===== src/rtl/pwm_timebase.sv =====
// pwm_timebase: free-running PWM timebase plus update-commit controller.
//
// The prescaler divides clk_i by (eff+1), where eff = max(prescale_i, PRE_MIN),
// and advances a CNT_W-bit counter that wraps modulo 2^CNT_W. Register-file
// updates are held as "pending" and committed only at the period boundary
// (first clock of count 0 after the top count) or immediately while sleeping.
//
// Optional feature macro: PWM_IMMEDIATE_UPDATE_EN
//   When defined, every update request commits on the following edge,
//   regardless of counter position.
module pwm_timebase #(
  parameter int CNT_W   = 12,
  parameter int PRE_W   = 8,
  parameter int PRE_MIN = 3
) (
  input  logic             clk_i,
  input  logic             rst_i,
  input  logic [PRE_W-1:0] prescale_i,
  input  logic             sleep_i,
  input  logic             update_req_i,
  output logic [CNT_W-1:0] counter_o,
  output logic             tick_o,
  output logic             wrap_o,
  output logic             commit_o,
  output logic             pending_o
);

  localparam logic [CNT_W-1:0] CNT_TOP   = '1;
  localparam logic [CNT_W-1:0] CNT_ONE   = CNT_W'(1);
  localparam logic [PRE_W-1:0] PRE_FLOOR = PRE_W'(PRE_MIN);
  localparam logic [PRE_W-1:0] PRE_ONE   = PRE_W'(1);

  // Commit path: IDLE (nothing waiting) or PENDING (shadow regs hold new data).
  typedef enum logic {
    C_IDLE    = 1'b0,
    C_PENDING = 1'b1
  } cstate_t;

  logic [PRE_W-1:0] pre_cnt;
  logic [PRE_W-1:0] eff_q;
  logic [PRE_W-1:0] eff_in;
  logic [CNT_W-1:0] counter_q;
  logic             tick_q;
  logic             wrap_q;
  logic             commit_q;
  cstate_t          cstate;
  logic             advance;
  logic             at_top;
  logic             commit_fire;

  // Clamp the programmed prescale up to the minimum usable divider.
  assign eff_in = (prescale_i < PRE_FLOOR) ? PRE_FLOOR : prescale_i;

  // The compare uses >= so a stale pre_cnt can never run past the period.
  assign advance = !sleep_i && (pre_cnt >= eff_q);
  assign at_top  = (counter_q == CNT_TOP);

`ifdef PWM_IMMEDIATE_UPDATE_EN
  // Every request commits on the next edge; no holdover for later wraps.
  assign commit_fire = update_req_i;
`else
  // Commit at the wrap edge, or on any edge while no period is running.
  assign commit_fire = (cstate == C_PENDING) && (sleep_i || (advance && at_top));
`endif

  // Prescaler and counter. eff is captured only at reload (and during reset
  // or sleep) so a prescale change never truncates the count in progress.
  always_ff @(posedge clk_i) begin
    if (rst_i) begin
      pre_cnt   <= '0;
      eff_q     <= eff_in;
      counter_q <= '0;
    end else if (sleep_i) begin
      pre_cnt   <= '0;
      eff_q     <= eff_in;
      counter_q <= '0;
    end else if (advance) begin
      pre_cnt   <= '0;
      eff_q     <= eff_in;
      counter_q <= counter_q + CNT_ONE;
    end else begin
      pre_cnt   <= pre_cnt + PRE_ONE;
    end
  end

  // Registered tick/wrap pulses, raised on the advancing edge only.
  always_ff @(posedge clk_i) begin
    if (rst_i) begin
      tick_q <= 1'b0;
      wrap_q <= 1'b0;
    end else begin
      tick_q <= advance;
      wrap_q <= advance && at_top;
    end
  end

  // Commit FSM: a request coinciding with the commit edge stays pending.
  always_ff @(posedge clk_i) begin
    if (rst_i) begin
      cstate   <= C_IDLE;
      commit_q <= 1'b0;
    end else begin
      commit_q <= commit_fire;
`ifdef PWM_IMMEDIATE_UPDATE_EN
      cstate   <= update_req_i ? C_PENDING : C_IDLE;
`else
      case (cstate)
        C_IDLE:    cstate <= update_req_i ? C_PENDING : C_IDLE;
        C_PENDING: cstate <= (commit_fire && !update_req_i) ? C_IDLE : C_PENDING;
        default:   cstate <= C_IDLE;
      endcase
`endif
    end
  end

  assign counter_o = counter_q;
  assign tick_o    = tick_q;
  assign wrap_o    = wrap_q;
  assign commit_o  = commit_q;
  assign pending_o = (cstate == C_PENDING);

endmodule


===== config.mk =====
export PLATFORM = sky130hd
export DESIGN_NAME = pwm_timebase
export DESIGN_NICKNAME = d
export VERILOG_FILES = /design/src/rtl/pwm_timebase.sv
export SDC_FILE = /design/constraint.sdc
export NUM_CORES = 1
export LEC_CHECK = 0
export BUFFER_PORTS_ARGS = -buffer_cell sky130_fd_sc_hd__buf_4
export CORE_MARGIN = 2
export CORE_UTILIZATION = 58
export CTS_CLUSTER_DIAMETER = 100
export DETAILED_ROUTE_END_ITERATION = 12
export HOLD_SLACK_MARGIN = 0.03
export PLACE_DENSITY = 0.82
export SKIP_CTS_REPAIR_TIMING = 1
export SLEW_MARGIN = 20
export SYNTH_ARGS = -nofsm -noshare
export SYNTH_HDL_FRONTEND = slang
export SYNTH_SLANG_ARGS = --single-unit

===== constraint.sdc =====
create_clock -name clk_i -period 4.1 [get_ports clk_i]
set_clock_uncertainty 0.05 [all_clocks]
set_input_delay 0.41 -clock clk_i [delete_from_list [all_inputs] [get_ports clk_i]]
set_output_delay 0.41 -clock clk_i [all_outputs]
set_load 0.01 [all_outputs]

==> flow_summary_export.csv, run 1 <==
group,metric,value,unit
outcome,run_status,"finished clean",
synth,synth.largest_area_cell,"sky130_fd_sc_hd__dfxtp_1",
detailed_routing,drc,0,
sta,post-route-worst-setup-slack,1907,ps
cells_and_area,post_route_cells_drive_above_1_share,22.40,%
placed_design,globalplace.congestion,0.8333,
sta,setup-violations-final,0,
sta,worst-slew-pin-transition,703.3,ps
detailed_routing,detail-route-antenna-nets,0,
grt,grt_antenna_before_repair,0,
grt,maximum_number_of_pins_on_one_net_before_global_route_repair,19,
grt,grt_overflow,0,
critical_path,r2r_slack,1910,ps
floorplan,design.die.area,3037,sq um
power_and_ir_drop,power.switching,0.0001235,W
floorplan,die_height,55.11,um
cts,cts.reportedPaths.clkPinSlew,90,ps
critical_path,timing.critical_path.slowest_cell_delay,410,ps
sta,grt_setup_unrepaired,"no",
critical_path,cp-end-kind,"flip-flop",
cells_and_area,antenna_cells_inserted,0,
power_and_ir_drop,seqPwrFrac,59.8,%
grt,number_of_global_route_vias_before_repair,1075,
power_and_ir_drop,power_switching_share,22.07,%
power_and_ir_drop,clock_power_share,33.0,%
critical_path,critical_path_buf_inv_count,1,
sta,max_freq,456.1,MHz
detailed_routing,first_pass_iters,4,
synth,postSynthCellCount,156,
synth,yosysSeqAreaShare,47.56,%
floorplan,chipWidth,55.11,um
critical_path,worst_setup_path_startpoint,"pre_cnt[0]",
critical_path,arrival_time_of_data_at_the_critical_path_endpoint,2150,ps
detailed_routing,iteration_0_drc_markers,32,
synth,postSynthAreaPerCell,9.713,sq um
cells_and_area,final_cell_area,1777,sq um
sta,timing.final.crit_period,2193,ps
synth,synth.ff_latch_count,32,
cells_and_area,areaGrowthSynthToFinish,17.26,%
grt,wire_length_of_the_first_global_routing_pass,4726,um
grt,global_route.usage.met3,9.677,%
synth,ys.warnings.count,0,
placed_design,portBuffers,27,
power_and_ir_drop,p_leak,0.7771,nW
critical_path,cpMaxStageDelayCell,"sky130_fd_sc_hd__dfxtp_1",
floorplan,core,2477,sq um
floorplan,initial_core_util,61.16,%
grt,track_usage,23.20,%
grt,gr-usage-met2,35.32,%
hold_path,worst_hold_startpoint,"prescale_i[3]",
critical_path,critPathLaunchType,"flip-flop",
power_and_ir_drop,power_frac_comb,7.2,%
cts,numClockSinks,32,
cts,cts_tree,"yes",
synth,syn-cell-area,1515,sq um
detailed_routing,routed_wire_length_per_instance,14.48,um
grt,grt.busiest_layer,"met2",
grt,grtUsageMet1,27.74,%
synth,synth.distinct_cells,33,
power_and_ir_drop,intPower,0.0004362,W
detailed_routing,wirelength,3085,um
synth,synth_fp_nets,178,
cts,cts-htree-levels,2,
critical_path,critical_path_peak_fanout,18,
cells_and_area,nFillCells,195,
sta,timing.final.max_slew_violations,0,
synth,synthTopCellsByArea,"sky130_fd_sc_hd__dfxtp_1 32%, sky130_fd_sc_hd__edfxtp_1 16%, sky130_fd_sc_hd__ha_1 8.3%, sky130_fd_sc_hd__a21oi_1 4.3%, sky130_fd_sc_hd__nor2_1 3.2%",
sta,setup_total_negative_slack,0,ps
cells_and_area,finish.net_count,204,
floorplan,io_pins,28,
placed_design,detailedPlacementHpwl,2245,um
cells_and_area,mostFrequentLayoutCells,"27 x sky130_fd_sc_hd__buf_4, 24 x sky130_fd_sc_hd__dfxtp_1, 13 x sky130_fd_sc_hd__nor2_1, 13 x sky130_fd_sc_hd__a21oi_1",
placed_design,pre_cts_slack,1926,ps
cts,tritoncts.num_buffers,5,
detailed_routing,drt-vias-per-instance,5.638,
critical_path,critical_path.cell_chain,"inv_1 > ha_1 > nand2b_4 > a2111oi_4 > o31a_4 > nand2_2",
detailed_routing,via_count,1201,
cts,ctsRootBufferMaster,"sky130_fd_sc_hd__clkbuf_4",
critical_path,worstPathRequired,4060,ps
run,max_cap_violations,0,
synth,synth_top_area_share,31.71,%
placed_design,place_inst,205,
sta,layout_worst_path_cycle_share,53.48,%
sta,finalHoldViolCount,0,
critical_path,crit_family,"compound AO/OA/AOI/OAI gates",
placed_design,placed_cell_area,1718,sq um
critical_path,timing.setup.critical_path_class,"reg2reg",
cells_and_area,final_common_cell,"sky130_fd_sc_hd__buf_4",
power_and_ir_drop,power.density,315.0,nW/um^2
sta,worst_slew_margin_rel,52.83,%
power_and_ir_drop,peakVddDrop,0.2721,mV
hold_path,holdCritPathClass,"in2reg",
cts,worstSkewPairLatency,330,ps
cts,clock_tree.buffer_depth,2,
cells_and_area,post_layout_nonfiller_instances,213,
critical_path,timing.rr.start,"pre_cnt[0]",
floorplan,core.rowCount,18,
-- Yosys cell counts --
| master | count |
|---|---|
| sky130_fd_sc_hd__dfxtp_1 | 24 |
| sky130_fd_sc_hd__a32o_1 | 1 |
| sky130_fd_sc_hd__and2_1 | 1 |
| sky130_fd_sc_hd__mux2i_1 | 1 |
| sky130_fd_sc_hd__a2111oi_4 | 1 |
| sky130_fd_sc_hd__a21oi_1 | 13 |
| sky130_fd_sc_hd__edfxtp_1 | 8 |
| sky130_fd_sc_hd__nand3_1 | 9 |
| sky130_fd_sc_hd__o21ai_0 | 8 |
| sky130_fd_sc_hd__nand4b_1 | 2 |
| sky130_fd_sc_hd__o31ai_2 | 1 |
| sky130_fd_sc_hd__ha_1 | 10 |
| sky130_fd_sc_hd__nand2b_4 | 1 |
| sky130_fd_sc_hd__and3_2 | 1 |
| sky130_fd_sc_hd__nor3b_1 | 1 |
| sky130_fd_sc_hd__nand2_1 | 10 |
| sky130_fd_sc_hd__and4_1 | 1 |
| sky130_fd_sc_hd__nor4_1 | 1 |
| sky130_fd_sc_hd__inv_1 | 9 |
| sky130_fd_sc_hd__nand2b_1 | 2 |
| sky130_fd_sc_hd__o21a_1 | 2 |
| sky130_fd_sc_hd__buf_6 | 1 |
| sky130_fd_sc_hd__and3_1 | 7 |
| sky130_fd_sc_hd__xor2_1 | 5 |
| sky130_fd_sc_hd__o31a_4 | 1 |
| sky130_fd_sc_hd__or3_1 | 7 |
| sky130_fd_sc_hd__xnor2_1 | 2 |
| sky130_fd_sc_hd__clkbuf_1 | 7 |
| sky130_fd_sc_hd__a31o_2 | 1 |
| sky130_fd_sc_hd__nand2_2 | 1 |
| sky130_fd_sc_hd__nand4_1 | 3 |
| sky130_fd_sc_hd__or2_2 | 1 |
| sky130_fd_sc_hd__nor2_1 | 13 |
-- cell type report --
cell class	instances	area (sq um)	area share [%]
inverter	9	33.78	1.901
sequential	32	720.7	40.56
multi-input combinational	107	723.2	40.70
clock buffer	8	58.81	3.310
tap	30	37.54	2.113
timing repair buffer	27	202.7	11.41
-- final timing paths --
check          endpoint  cells after the start
max            eff_q[0]                      6
min            eff_q[3]                      1
max reg2reg    eff_q[0]                      6
min reg2reg  pre_cnt[0]                      1
-- worst register-to-register path, cell delays in order, from the launching register on --
cell                        delay (ps)
sky130_fd_sc_hd__dfxtp_1           410
sky130_fd_sc_hd__inv_1              70
sky130_fd_sc_hd__ha_1              280
sky130_fd_sc_hd__nand2b_4          150
sky130_fd_sc_hd__a2111oi_4         400
sky130_fd_sc_hd__o31a_4            290
sky130_fd_sc_hd__nand2_2           230
-- registers in the layout (all words and copies together) (netlist names) --
name,flops
commit_o,1
counter_o,12
wrap_o,1
pending_o,1
pre_cnt,8
eff_q,8
tick_o,1
-- power by group through the flow --
stage,clock (W),combinational (W),sequential (W)
floorplan,0,0.0000260,0.000342
global placement,0,0.0000385,0.000342
detailed placement,0,0.0000406,0.000342
CTS,0.000191,0.0000407,0.000335
global route,0.000207,0.0000448,0.000336
finish,0.000185,0.0000402,0.000335
-- routing by layer --
layer / wire length (um) / vias up / share of wire, %
li1: - / 600 / -
met1: 1345 / 557 / 44
met2: 1501 / 33 / 49
met3: 148 / 11 / 4.8
met4: 91 / 0 / 2.9
met5: 0 / - / 0
-- through the flow --
step           utilization (%)  power (W)  hold WS (ps)
6_report                 71.72  0.0005597         221.8
5_1_grt                  71.72  0.0005875         193.4
4_1_cts                  71.72  0.0005665         201.0
3_5_place_dp             69.34  0.0003825         433.4
3_3_place_gp             69.34  0.0003800         412.5
2_1_floorplan                -  0.0003676         398.9
-- kinds of logic after synthesis --
kind of cell	count (synthesis)	synth area share, %
flops	32	47.56
xor+xnor	7	4.046
compound gates	28	12.96
fa+ha+maj	10	8.258
buf+inv	17	4.707
simple gates	61	21.80
mux	1	0.6606
Note: power is estimated with default switching activity, not from simulation.
==> run 2, diff against run 1 <==
Settings changed: CORE_UTILIZATION 58 to 54, PLACE_DENSITY 0.82 to 0.77.
Clock period 4.1 ns to 2.26 ns, I/O delays scaled along.
==> run 2 against run 1 <==
Register-to-register slack got worse by 1700 ps. Largest cell class unchanged. Non-clock buffer count increased by 10. Cell count increased by 5.2%. Sequential share of layout area decreased by 1.9 points.
==> flow_summary_export.csv, run 2 (synthesized netlist as in run 1, its figures left out) <==
group,metric,value,unit
placed_design,globalplace.congestion,0.7686,
cts,cts_tree,"yes",
grt,maximum_number_of_pins_on_one_net_before_global_route_repair,16,
detailed_routing,via_count,1248,
floorplan,initial_core_util,55.91,%
detailed_routing,detail-route-antenna-nets,0,
cells_and_area,nFillCells,223,
sta,hold_slack,95.51,ps
detailed_routing,wirelength,3104,um
placed_design,place_inst,208,
cts,numClockSinks,32,
cts,tritoncts.num_buffers,5,
sta,layout_worst_path_cycle_share,91.61,%
sta,grt_setup_unrepaired,"no",
grt,grt_antenna_before_repair,0,
grt,grt_overflow,0,
sta,post-route-worst-setup-slack,189.6,ps
power_and_ir_drop,post-layout-total-power,0.001002,W
floorplan,core,2710,sq um
placed_design,pre_cts_slack,200.4,ps
floorplan,io_pins,28,
cells_and_area,final-seq-area,720.7,sq um
detailed_routing,first_pass_iters,4,
critical_path,critical_path.cell_chain,"inv_1 > ha_1 > nand2b_4 > a2111oi_4 > o31a_4 > nand2_2",
cts,cts.reportedPaths.clkPinSlew,100,ps
critical_path,timing.setup.critical_path_class,"reg2reg",
sta,setup-violations-final,0,
power_and_ir_drop,p_leak,0.8142,nW
sta,worst_slew_margin_rel,53.06,%
grt,wire_length_of_the_first_global_routing_pass,5257,um
critical_path,critical_path_buf_inv_count,1,
cells_and_area,post_layout_nonfiller_instances,224,
detailed_routing,drt-vias-per-instance,5.571,
floorplan,die_height,56.97,um
sta,max_freq,483.0,MHz
outcome,run_status,"finished clean",
critical_path,cpMaxStageDelayCell,"sky130_fd_sc_hd__a2111oi_4",
cells_and_area,areaGrowthSynthToFinish,22.96,%
sta,timing.final.crit_period,2070,ps
grt,track_usage,21.45,%
critical_path,crit_family,"compound AO/OA/AOI/OAI gates",
run,max_cap_violations,0,
placed_design,detailedPlacementHpwl,2227,um
power_and_ir_drop,power.density,537.9,nW/um^2
critical_path,worstPathRequired,2230,ps
sta,timing.final.max_slew_violations,0,
floorplan,design.die.area,3246,sq um
cts,cts-htree-levels,2,
floorplan,core.rowCount,19,
sta,worst-slew-pin-transition,699.9,ps
detailed_routing,iteration_0_drc_markers,27,
cells_and_area,antenna_cells_inserted,0,
cells_and_area,post_route_cells_drive_above_1_share,21.76,%
detailed_routing,drc,0,
cts,clock_tree.buffer_depth,2,
detailed_routing,routed_wire_length_per_instance,13.86,um
cells_and_area,multi_input_area,723.2,sq um
hold_path,holdCritPathClass,"in2reg",
placed_design,portBuffers,27,
cells_and_area,finish.net_count,214,
cts,worstSkewPairLatency,340,ps
critical_path,critical_path_peak_fanout,15,
cells_and_area,final_common_cell,"sky130_fd_sc_hd__buf_4",
critical_path,arrival_time_of_data_at_the_critical_path_endpoint,2040,ps
grt,number_of_global_route_vias_before_repair,1164,
sta,finalHoldViolCount,0,
cts,ctsRootBufferMaster,"sky130_fd_sc_hd__clkbuf_4",
power_and_ir_drop,peakVddDrop,0.4601,mV
floorplan,chipWidth,56.97,um
cells_and_area,mostFrequentLayoutCells,"29 x sky130_fd_sc_hd__buf_4, 24 x sky130_fd_sc_hd__dfxtp_1, 13 x sky130_fd_sc_hd__nor2_1, 13 x sky130_fd_sc_hd__a21oi_1",
critical_path,critPathLaunchType,"flip-flop",
cells_and_area,largest_register_ff_count,12,
critical_path,cp-end-kind,"flip-flop",
sta,setup_total_negative_slack,0,ps
critical_path,timing.critical_path.slowest_cell_delay,400,ps
## run 2: changes by cell type in the layout (fill, tap and decap cells not counted), sizes merged
cell         before  now
buf              27   29
clkbuf            8    7
clkinv            0    1
dlygate4sd3       0    8
## run 2: power by group
part | leakage, nW | internal, W | switching, W
Combinational | 0.512 | 0.0000472 | 0.0000401
Clock | 0.0269 | 0.000119 | 0.000189
Sequential | 0.275 | 0.000601 | 0.00000570
## run 2: final timing paths
kind,startpoint,to,slack [ps],depth (start not counted)
worst min-delay path,prescale_i[1],eff_q[1],100,2
worst max-delay path,pre_cnt[0],eff_q[3],190,6
worst max register to register,pre_cnt[0],eff_q[3],190,6
worst min register to register,pending_o,commit_o,450,1
## run 2: layout make-up
class                           count  share of cell area [%]
Tap cell                           31                   2.082
Clock buffer                        7                   2.418
Clock inverter                      1                  0.2015
Timing Repair Buffer               37                   15.98
Multi-Input combinational cell    107                   38.82
Inverter                            9                   1.813
Sequential cell                    32                   38.68
## run 2: per-layer routing
metal | wire length [um] | vias to the layer above | GRT usage, %
met2 | 1506 | 31 | 32.35
met5 | 0 | - | 0
li1 | - | 621 | -
met4 | 45 | 0 | 10.63
met1 | 1412 | 591 | 27.34
met3 | 139 | 5 | 7.710
## run 2: per-stage QoR
stage               area, sq um  util, %
floorplan                  1515        -
global placement           1734    63.99
detailed placement         1734    63.99
CTS                        1783    65.79
global route               1863    68.74
finish                     1863    68.74
==> run 3, diff against run 2 <==
Clock period 2.26 ns to 2.29 ns, I/O delays scaled along.
==> run 3 against run 2 <==
Largest cell class unchanged. Utilization rose by 0.83 points. Sequential share of layout area down 0.46 points. Critical path depth stayed put.
==> flow_summary_export.csv, run 3 (synthesized netlist as in run 1, its figures left out) <==
group,metric,value,unit
outcome,run_status,"finished clean",
cts,clock_tree.buffer_depth,2,
cells_and_area,multi_input_area,732.0,sq um
cells_and_area,post_route_cells_drive_above_1_share,23.04,%
sta,worst_slew_margin_rel,69.35,%
cts,tritoncts.num_buffers,5,
cts,worstSkewPairLatency,340,ps
grt,number_of_global_route_vias_before_repair,1062,
grt,maximum_number_of_pins_on_one_net_before_global_route_repair,19,
sta,finalHoldViolCount,0,
cells_and_area,areaGrowthSynthToFinish,24.44,%
cts,cts.reportedPaths.clkPinSlew,100,ps
cells_and_area,finalCoreUtilization,69.58,%
sta,worst-slew-pin-transition,459.7,ps
cts,cts_tree,"yes",
grt,wire_length_of_the_first_global_routing_pass,4678,um
cells_and_area,mostFrequentLayoutCells,"28 x sky130_fd_sc_hd__buf_4, 24 x sky130_fd_sc_hd__dfxtp_1, 13 x sky130_fd_sc_hd__nor2_1, 13 x sky130_fd_sc_hd__a21oi_1",
placed_design,portBuffers,27,
detailed_routing,drc,0,
sta,setup-violations-final,0,
cells_and_area,post_layout_nonfiller_instances,222,
floorplan,core,2710,sq um
detailed_routing,iteration_0_drc_markers,51,
critical_path,critPathLaunchType,"flip-flop",
detailed_routing,drt-vias-per-instance,5.387,
sta,max_freq,467.4,MHz
critical_path,arrival_time_of_data_at_the_critical_path_endpoint,2120,ps
critical_path,cp-end-kind,"flip-flop",
detailed_routing,via_count,1196,
cells_and_area,final-seq-area,720.7,sq um
placed_design,pre_cts_slack,190.2,ps
cells_and_area,largest_register_ff_count,12,
floorplan,core.rowCount,19,
power_and_ir_drop,peakVddDrop,0.6321,mV
sta,layout_worst_path_cycle_share,93.42,%
floorplan,die_height,56.97,um
grt,grt_overflow,0,
detailed_routing,routed_wire_length_per_instance,13.31,um
critical_path,timing.setup.critical_path_class,"reg2reg",
run,max_cap_violations,0,
power_and_ir_drop,power.density,589.6,nW/um^2
cts,cts-htree-levels,2,
placed_design,detailedPlacementHpwl,2094,um
floorplan,initial_core_util,55.91,%
cells_and_area,finish.net_count,212,
floorplan,io_pins,28,
floorplan,chipWidth,56.97,um
cells_and_area,final_common_cell,"sky130_fd_sc_hd__buf_4",
placed_design,globalplace.congestion,0.7688,
grt,track_usage,19.04,%
power_and_ir_drop,p_leak,0.8209,nW
hold_path,holdCritPathClass,"in2reg",
critical_path,critical_path_peak_fanout,18,
grt,grt_antenna_before_repair,0,
critical_path,worstPathRequired,2270,ps
detailed_routing,first_pass_iters,4,
cells_and_area,antenna_cells_inserted,0,
cts,numClockSinks,32,
cells_and_area,nFillCells,217,
detailed_routing,wirelength,2955,um
sta,timing.final.max_slew_violations,0,
sta,post-route-worst-setup-slack,150.6,ps
sta,setup_total_negative_slack,0,ps
sta,timing.final.crit_period,2139,ps
placed_design,place_inst,207,
sta,grt_setup_unrepaired,"no",
floorplan,design.die.area,3246,sq um
cts,ctsRootBufferMaster,"sky130_fd_sc_hd__clkbuf_4",
detailed_routing,detail-route-antenna-nets,0,
## run 3: cell count changes in the layout (fill, tap and decap cells not counted), sizes merged
cell | before | now
clkinvlp | 0 | 1
bufinv | 0 | 1
dlygate4sd3 | 8 | 7
buf | 29 | 28
clkbuf | 7 | 5
## run 3: area by class of cell
cell class	count	share of cell area, %
clock buffer	5	1.991
clock inverter	3	2.256
inverter	9	1.792
multi-input combinational	107	38.82
sequential	32	38.22
tap	31	2.057
timing repair buffer	35	14.86
## run 3: final timing paths
path	slack [ps]	cells past startpoint	start	to
max reg2reg	150	6	pre_cnt[0]	eff_q[6]
min	60	2	update_req_i	pending_o
max	150	6	pre_cnt[0]	eff_q[6]
min reg2reg	460	1	pending_o	commit_o
## run 3: critical path, stage by stage (launching register included)
cell	delay, ps
sky130_fd_sc_hd__dfxtp_1	350
sky130_fd_sc_hd__inv_1	50
sky130_fd_sc_hd__ha_1	280
sky130_fd_sc_hd__nand2b_4	150
sky130_fd_sc_hd__a2111oi_4	440
sky130_fd_sc_hd__o31a_4	300
sky130_fd_sc_hd__nand2_2	230
## run 3: power breakdown
part / internal [W] / switching [W] / leakage [nW]
registers: 0.000593 / 0.00000496 / 0.275
clock network: 0.000227 / 0.000200 / 0.0412
logic: 0.0000458 / 0.0000408 / 0.504
## run 3: metrics by stage
step | hold WS [ps] | power (W) | cell area, sq um
finish | 55.05 | 0.001112 | 1886
global route | 47.99 | 0.001153 | 1886
CTS | 3.495 | 0.001112 | 1807
detailed placement | 370.1 | 0.0006865 | 1727
global placement | 367.7 | 0.0006822 | 1727
floorplan | 255.1 | 0.0006581 | 1515
## run 3: layer usage
| metal | share of wire [%] | track usage [%] |
|---|---|---|
| met1 | 44 | 23.61 |
| met2 | 49 | 29.39 |
| met3 | 4.4 | 7.710 |
| met4 | 2.1 | 8.306 |
| met5 | 0 | 0 |
